<file path="src/rtl/lcd_bus_responder.sv">
// ============================================================================
//  Module      : lcd_bus_responder
//  Description : HD44780-style character display responder. Decodes the
//                E/RS/RW/DB bus into a 2x16 DDRAM, answers busy-flag and
//                data reads, and exposes the display contents on a side port.
//  Revision    : 1.0 - initial release
// ============================================================================
`default_nettype none

module lcd_bus_responder #(
  parameter int BUSY_CYCLES = 40,
  parameter int CLR_CYCLES  = 1640
) (
  input  logic       clk,
  input  logic       reset,
  input  logic       E,
  input  logic       RW,
  input  logic       RS,
  input  logic [7:0] DB_in,
  output logic [7:0] DB_out,
  output logic       DB_oe,
  input  logic [4:0] rd_addr,
  output logic [7:0] rd_data,
  output logic [4:0] cursor,
  output logic       busy,
  output logic       display_on,
  output logic       cmd_err
);

  // Busy down-counter is sized for the longer of the two busy periods.
  localparam int MAX_CYCLES = (BUSY_CYCLES > CLR_CYCLES) ? BUSY_CYCLES : CLR_CYCLES;
  localparam int CNT_W      = (MAX_CYCLES > 1) ? $clog2(MAX_CYCLES) : 1;

  localparam logic [CNT_W-1:0] BUSY_LOAD     = CNT_W'(BUSY_CYCLES - 1);
  localparam logic [CNT_W-1:0] CLR_LOAD      = CNT_W'(CLR_CYCLES - 1);
  // The sweep itself occupies 32 busy cycles; the tail covers the rest.
  localparam logic [CNT_W-1:0] CLR_TAIL_LOAD = CNT_W'((CLR_CYCLES > 32) ? (CLR_CYCLES - 33) : 0);
  localparam logic [7:0]       BLANK         = 8'h20;

  typedef enum logic [1:0] {
    ST_IDLE     = 2'd0,
    ST_BUSY     = 2'd1,
    ST_CLEARING = 2'd2
  } state_t;

  state_t           state;
  logic [CNT_W-1:0] busy_cnt;
  logic [4:0]       clr_idx;
  logic             incr_mode;

  logic [7:0]       ddram [32];

  // Two-flop synchronizer stages plus the previous synchronized E for edge detect
  logic       e_meta, e_sync, e_prev;
  logic       rw_meta, rw_sync;
  logic       rs_meta, rs_sync;
  logic [7:0] db_meta, db_sync;

  // Bus fields held from the last cycle the synchronized E was high
  logic       rw_cap, rs_cap;
  logic [7:0] db_cap;

  logic       e_fall;
  logic       busy_eff;
  logic       data_wr;
  logic [4:0] cursor_step;

  // Bring the asynchronous bus into the clk domain
  always_ff @(posedge clk or negedge reset) begin
    if (!reset) begin
      e_meta  <= 1'b0;
      e_sync  <= 1'b0;
      e_prev  <= 1'b0;
      rw_meta <= 1'b0;
      rw_sync <= 1'b0;
      rs_meta <= 1'b0;
      rs_sync <= 1'b0;
      db_meta <= 8'h00;
      db_sync <= 8'h00;
    end else begin
      e_meta  <= E;
      e_sync  <= e_meta;
      e_prev  <= e_sync;
      rw_meta <= RW;
      rw_sync <= rw_meta;
      rs_meta <= RS;
      rs_sync <= rs_meta;
      db_meta <= DB_in;
      db_sync <= db_meta;
    end
  end

  // Hold the bus fields seen while E was high so a late DB change after E fall is harmless
  always_ff @(posedge clk or negedge reset) begin
    if (!reset) begin
      rw_cap <= 1'b0;
      rs_cap <= 1'b0;
      db_cap <= 8'h00;
    end else if (e_sync) begin
      rw_cap <= rw_sync;
      rs_cap <= rs_sync;
      db_cap <= db_sync;
    end
  end

  // Edge detect, effective busy and the address-counter step
  always_comb begin
    e_fall = e_prev & ~e_sync;
    // The final counted BUSY cycle already counts as free, so a bus cycle
    // completing exactly as busy drops is accepted.
    busy_eff    = (state == ST_CLEARING) | ((state == ST_BUSY) & (busy_cnt != '0));
    data_wr     = e_fall & ~rw_cap & rs_cap & ~busy_eff;
    cursor_step = incr_mode ? (cursor + 5'd1) : (cursor - 5'd1);
  end

  // Display RAM: blanked asynchronously on reset, swept during clear, written by data writes
  always_ff @(posedge clk or negedge reset) begin
    if (!reset) begin
      for (int i = 0; i < 32; i++) begin
        ddram[i] <= BLANK;
      end
    end else if (state == ST_CLEARING) begin
      ddram[clr_idx] <= BLANK;
    end else if (data_wr) begin
      ddram[cursor] <= db_cap;
    end
  end

  // Control FSM: busy timing, clear sweep, instruction decode and error pulses
  always_ff @(posedge clk or negedge reset) begin
    if (!reset) begin
      state      <= ST_IDLE;
      busy_cnt   <= '0;
      clr_idx    <= 5'd0;
      cursor     <= 5'd0;
      incr_mode  <= 1'b1;
      display_on <= 1'b0;
      cmd_err    <= 1'b0;
    end else begin
      cmd_err <= 1'b0;

      case (state)
        ST_CLEARING: begin
          clr_idx <= clr_idx + 5'd1;
          if (clr_idx == 5'd31) begin
            if (CLR_CYCLES > 32) begin
              state    <= ST_BUSY;
              busy_cnt <= CLR_TAIL_LOAD;
            end else begin
              state <= ST_IDLE;
            end
          end
        end
        ST_BUSY: begin
          if (busy_cnt == '0) begin
            state <= ST_IDLE;
          end else begin
            busy_cnt <= busy_cnt - 1'b1;
          end
        end
        default: ;
      endcase

      // Bus cycle decode; assignments here override the timing updates above
      if (e_fall) begin
        if (rw_cap) begin
          // Status reads have no side effect; data reads advance the cursor
          if (rs_cap) begin
            if (busy_eff) begin
              cmd_err <= 1'b1;
            end else begin
              cursor <= cursor_step;
            end
          end
        end else if (busy_eff) begin
          cmd_err <= 1'b1;
        end else if (rs_cap) begin
          cursor   <= cursor_step;
          state    <= ST_BUSY;
          busy_cnt <= BUSY_LOAD;
        end else begin
          casez (db_cap)
            8'b1???????: begin
              // Only 0x00-0x0F and 0x40-0x4F are real DDRAM addresses
              if (db_cap[5:4] == 2'b00) begin
                cursor   <= {db_cap[6], db_cap[3:0]};
                state    <= ST_BUSY;
                busy_cnt <= BUSY_LOAD;
              end else begin
                cmd_err <= 1'b1;
              end
            end
            8'b01??????: begin
              // CGRAM is not modelled
              cmd_err <= 1'b1;
            end
            8'b001?????: begin
              state    <= ST_BUSY;
              busy_cnt <= BUSY_LOAD;
            end
            8'b0001????: begin
              // Display shift (bit 3) is accepted but has no visible effect
              if (!db_cap[3]) begin
                cursor <= db_cap[2] ? (cursor + 5'd1) : (cursor - 5'd1);
              end
              state    <= ST_BUSY;
              busy_cnt <= BUSY_LOAD;
            end
            8'b00001???: begin
              display_on <= db_cap[2];
              state      <= ST_BUSY;
              busy_cnt   <= BUSY_LOAD;
            end
            8'b000001??: begin
              incr_mode <= db_cap[1];
              state     <= ST_BUSY;
              busy_cnt  <= BUSY_LOAD;
            end
            8'b0000001?: begin
              cursor   <= 5'd0;
              state    <= ST_BUSY;
              busy_cnt <= CLR_LOAD;
            end
            8'b00000001: begin
              cursor    <= 5'd0;
              incr_mode <= 1'b1;
              clr_idx   <= 5'd0;
              state     <= ST_CLEARING;
            end
            default: ;
          endcase
        end
      end
    end
  end

  // Read bus, side port and status outputs
  always_comb begin
    busy    = (state != ST_IDLE);
    rd_data = ddram[rd_addr];
    DB_oe   = e_sync & rw_sync;
    DB_out  = 8'h00;
    if (DB_oe) begin
      if (rs_sync) begin
        DB_out = busy_eff ? 8'h00 : ddram[cursor];
      end else begin
        DB_out = {busy, cursor[4], 2'b00, cursor[3:0]};
      end
    end
  end

endmodule

`default_nettype wire
</file>
<file path="config.mk">
export PLATFORM = sky130hd
export DESIGN_NAME = lcd_bus_responder
export DESIGN_NICKNAME = d
export VERILOG_FILES = /design/src/rtl/lcd_bus_responder.sv
export SDC_FILE = /design/constraint.sdc
export NUM_CORES = 1
export LEC_CHECK = 0
export BUFFER_PORTS_ARGS = -buffer_cell sky130_fd_sc_hd__buf_2
export CORE_ASPECT_RATIO = 0.7
export CORE_MARGIN = 10
export CORE_UTILIZATION = 37
export CTS_CLUSTER_DIAMETER = 120
export CTS_CLUSTER_SIZE = 24
export DETAILED_ROUTE_END_ITERATION = 7
export GPL_TIMING_DRIVEN = 0
export PLACE_DENSITY = 0.63
export SETUP_SLACK_MARGIN = 0.02
export SKIP_CTS_REPAIR_TIMING = 1
export SYNTH_ARGS = -nofsm -noshare
export SYNTH_HDL_FRONTEND = slang
export SYNTH_SLANG_ARGS = --single-unit
</file>
<file path="constraint.sdc">
create_clock -name clk -period 9.7 [get_ports clk]
set_clock_uncertainty 0.2 [all_clocks]
set_input_delay 2.425 -clock clk [delete_from_list [all_inputs] [get_ports clk]]
set_output_delay 2.425 -clock clk [all_outputs]
set_load 0.02 [all_outputs]
</file>
# Word-level counts from Yosys, hierarchy flattened
# Cells that the tools add are included.
# op_classes
mux	59
n_reduce_logical	15
n_lt_le_gt_ge	5
n_bitwise	17
eq_ne	15
addsub	4
# op_table
cell	n
$mux 256	2
$bwmux 256	1
$and 224x224->224	1
$not 224->224	1
$bmux 8 s5	2
$demux 8 s5	2
$mux 11	7
$mux 5	15
$mux 8	9
$pmux 11 s3	1
$or 32x32->32	1
$pmux 11 s2	1
$ge 6x6->1 const B	3
$not 5->6	3
$pmux 5 s3	1
$mux 2	7
$lt 6x1->1 const B	2
$logic_not 11->1	1
$reduce_bool 11->1	1
$sub 11x1->11 const B	1
$add 5x1->5 const B	2
$reduce_and 5->1	2
$eq 8x1->1 const B	1
$eq 7x1->1 const B	1
other kinds (27)	47
# word_totals
reg_bits	315
out_inout_bits	25

# Logic depth before layout (Yosys ltp)
# logic_depth
word_depth	9
depth_mapped	10
depth_no_buf	7

# Worst setup path after synthesis
# Ideal clock, no wire load.
# synth_timing
path_type	input to output
from	input port rd_addr[0]
to	output port rd_data[7]
slack_ns	2.887
arrival_time_ns	4.188
n_path_buf	3
stages	7
cell_sequence	buf_4 -> buf_4 -> buf_2 -> mux4_2 -> mux2i_1 -> a22o_1 -> a221oi_1
# synth_via
elab_chain_cells	4
# synth_rtl
element	line	text
start, declared	22	input logic [4:0] rd_addr,
$not 5->6 (implied by the code)	240	rd_data = ddram[rd_addr];
$bmux 8 s5	240	
$mux 8 (implied by the code) (2 in series)	240	
end, declared	23	output logic [7:0] rd_data,
# Every way passes these cells. The select of a mux whose other input is x is not followed.

# Worst setup path in the final report
# layout_timing
from	input port rd_addr[1]
to	output port rd_data[2]
# Same word-level chain as after synthesis.

==> metrics.cfg <==
[status]
status = completed

[clocking]
clkTransAtPathRegs_ns = 0.09
ctsHtreeMaxLevel = 1
clock_path_buffers = 3
cts_tree = built
cts_inserted_buffers = 17
clk-insertion-delay-late_ns = 0.56
root_buffer = clkbuf_16
cts_sinks = 315

[power]
power_mw = 4.65
p_leak_nw = 7.83
powerDensity_nw_per_um2 = 244
vdd_drop_max_mv = 0.165

[setup_path]
r2r_setup_slack_ns = 5.40
max_stage_delay_ns = 0.67
worstPathCellList = buf_2, buf_2, clkbuf_1, mux4_2, mux2i_1, a221oi_1, buf_2
critPathMaxFanout = 10
critPathCaptureType = output port
worst-setup-path-type = primary input to output port
worstPathArrival_ns = 5.29
worst_path_most_repeated_cell = buf_2
critPathSlowestCell = a221oi_1
cp.required_ns = 7.08
start_kind = primary input

[die]
ios = 43
die_y_um = 202
initial_utilization_pct = 37.5
die_area_um2 = 56400
die_w_um = 280
fp-row-count = 66
core_area_um2 = 46600

[sta]
finalHoldViolCount = 0
fmax_mhz = 126
worst_pin_slew_ns = 1.38
finalCritPeriodShare_pct = 81.6
maxSlewHeadroom_pct = 6.80
period_minus_slack_ns = 7.91
rsz0062_at_grt = no
drv_slew = 0
setup_viol = 0
hold_ws_ns = 0.155

[grt]
grt.busiest_layer = met1
globalRouteMet3Util_pct = 8.40
grt_max_degree = 111
grtUsageTotal_pct = 25.4
gr-total-overflow = 0
grt_pass1_vias = 14000
gr-usage-met2_pct = 35.0
antenna_found_initial = 1
grt_pass1_wl_um = 105000
gr-usage-met1_pct = 37.7

[synth]
synth.top_cell.area_share_pct = 40.4
yosys_most_used_dff = dfrtp_1
synthCells = 1626
synth_seq_cells = 315
syn_nets = 1658
synthMostInstantiatedCell = dfrtp_1
synthAdderAreaFrac_pct = 1.00
synth_edf_count = 0
synth-simple-area-share_pct = 14.5
synth_xor_area_share_pct = 0.251
synth_area_leader_cell = dfrtp_1
synth_top_family_by_area = multiplexers
synthDistinctLibCells = 76
synth_compound_gate_area_share_pct = 12.6
syn_area_um2 = 17500
syn_avg_cell_area_um2 = 10.7
synth_commonest_cells = dfrtp_1 (282), nand3_1 (201), o21ai_0 (188), mux2i_1 (169), nand2_1 (122)
synth.area.top_cells = dfrtp_1 (40%), mux4_2 (12%), mux2i_1 (9.7%)
ys_seq_area_share_pct = 45.4
ys_async_sr_fraction_pct = 100
synth_mux_area_share_pct = 22.4
ys.warnings.count = 0

[routing]
avgViaCountPerCell = 6.52
drt-initial-drc-count = 2239
wl_per_cell_um = 31.8
drt-total-wl_um = 73500
drc = 0
via_count = 15100
dr.pass1.iters = 5
antenna_left = 0

[placed_design]
dp_hpwl_um = 54000
port_buffers = 39
dp.cells = 2283
gp_congestion = 1.03

[cells_and_area]
fill_cells = 4571
multi_input_area_um2 = 8910
drive_above_1_share_pct = 16.3
area_growth_pct = 9.12
layout.cells.non_filler = 2314
final-seq-area_um2 = 7920
layout.nets = 1722

[flow_run]
maxCapViolCount = 0

[min_path]
hp-class = flip-flop to flip-flop

==> cells by family (layout without fill, tap and decap cells) <==
kind of cell               after synthesis  after routing
and+or+nand+nor                        491            491
AOI/OAI and AO/OA                      367            367
DFF                                    315            315
muxes                                  274            274
buffers and inverters                  160            235
adders and majority gates               14             14
xor gates and xnor gates                 5              5
other                                    0              1
==> registers in the layout, indices dropped and copies added (netlist names), 2 cells and up <==
name / count
ddram: 256
db_cap: 8
db_sync: 8
db_meta: 8
clr_idx: 5
cursor: 5
busy_cnt: 11
state: 2
==> placed cells by master, fill, tap and decap left out, types with 35 or more instances in the layout <==
cell	netlist	layout
a21oi_1	54	54
a22oi_1	35	35
buf_2	30	68
clkbuf_1	84	94
dfrtp_1	282	282
mux2i_1	169	169
mux4_2	92	92
nand2_1	122	122
nand3_1	201	201
nor2_1	53	53
o21ai_0	188	188
==> worst paths after layout <==
path	startpoint	endpoint	depth (start not counted)
max	rd_addr[1]	rd_data[2]	7
min	db_meta[1]$_DFF_PN0_	db_sync[1]$_DFF_PN0_	0
max reg2reg	cursor[0]$_DFFE_PN0P_	ddram[94]$_DFFE_PN0P_	9
min reg2reg	db_meta[1]$_DFF_PN0_	db_sync[1]$_DFF_PN0_	0
max in group asynchronous	reset	ddram[140]$_DFFE_PN0P_	3
min in group asynchronous	reset	busy_cnt[3]$_DFF_PN0_	1
==> worst max-delay path, delay by kind of cell <==
family / cells / cell delay (ns)
buffers and inverters: 4 / 1.66
AOI/OAI and AO/OA: 1 / 0.67
muxes: 2 / 0.51
==> power by group <==
group | switching (mW) | total (mW) | leakage [nW] | internal [mW]
registers | 0.242 | 1.83 | 4.16 | 1.59
logic | 1.30 | 1.99 | 3.42 | 0.690
clock network | 0.490 | 0.831 | 0.240 | 0.342
==> metal layers <==
metal  vias up  wire, um
met5         -         0
met4         0      2170
met3       116      9770
met2       984     29800
met1      7767     31800
li1       6215         -
==> through the flow <==
| stage | worst slack (ns) | TNS (ns) | utilization [%] | cell area [um2] |
|---|---|---|---|---|
| after global placement | -0.0999 | -13.27 | 39.6 | 18400 |
| after global routing | 1.75 | 0 | 40.9 | 19100 |
| after detailed placement | 1.92 | 0 | 39.9 | 18600 |
| after floorplan | 2.89 | 0 | - | 17500 |
| final | 1.79 | 0 | 40.9 | 19100 |
| after CTS | 1.92 | 0 | 40.9 | 19100 |
==> layout make-up <==
cell class	count	share of cell area [%]
multi-input cells	1151	46.7
flip-flops and latches	315	41.6
well taps	612	4.02
plain buffers	133	3.01
clock buffers	27	2.43
repair buffers	45	1.52
inverters	27	0.532
clock inverters	3	0.177
diodes	1	0.0131
Note: power is estimated with default switching activity, not from simulation.
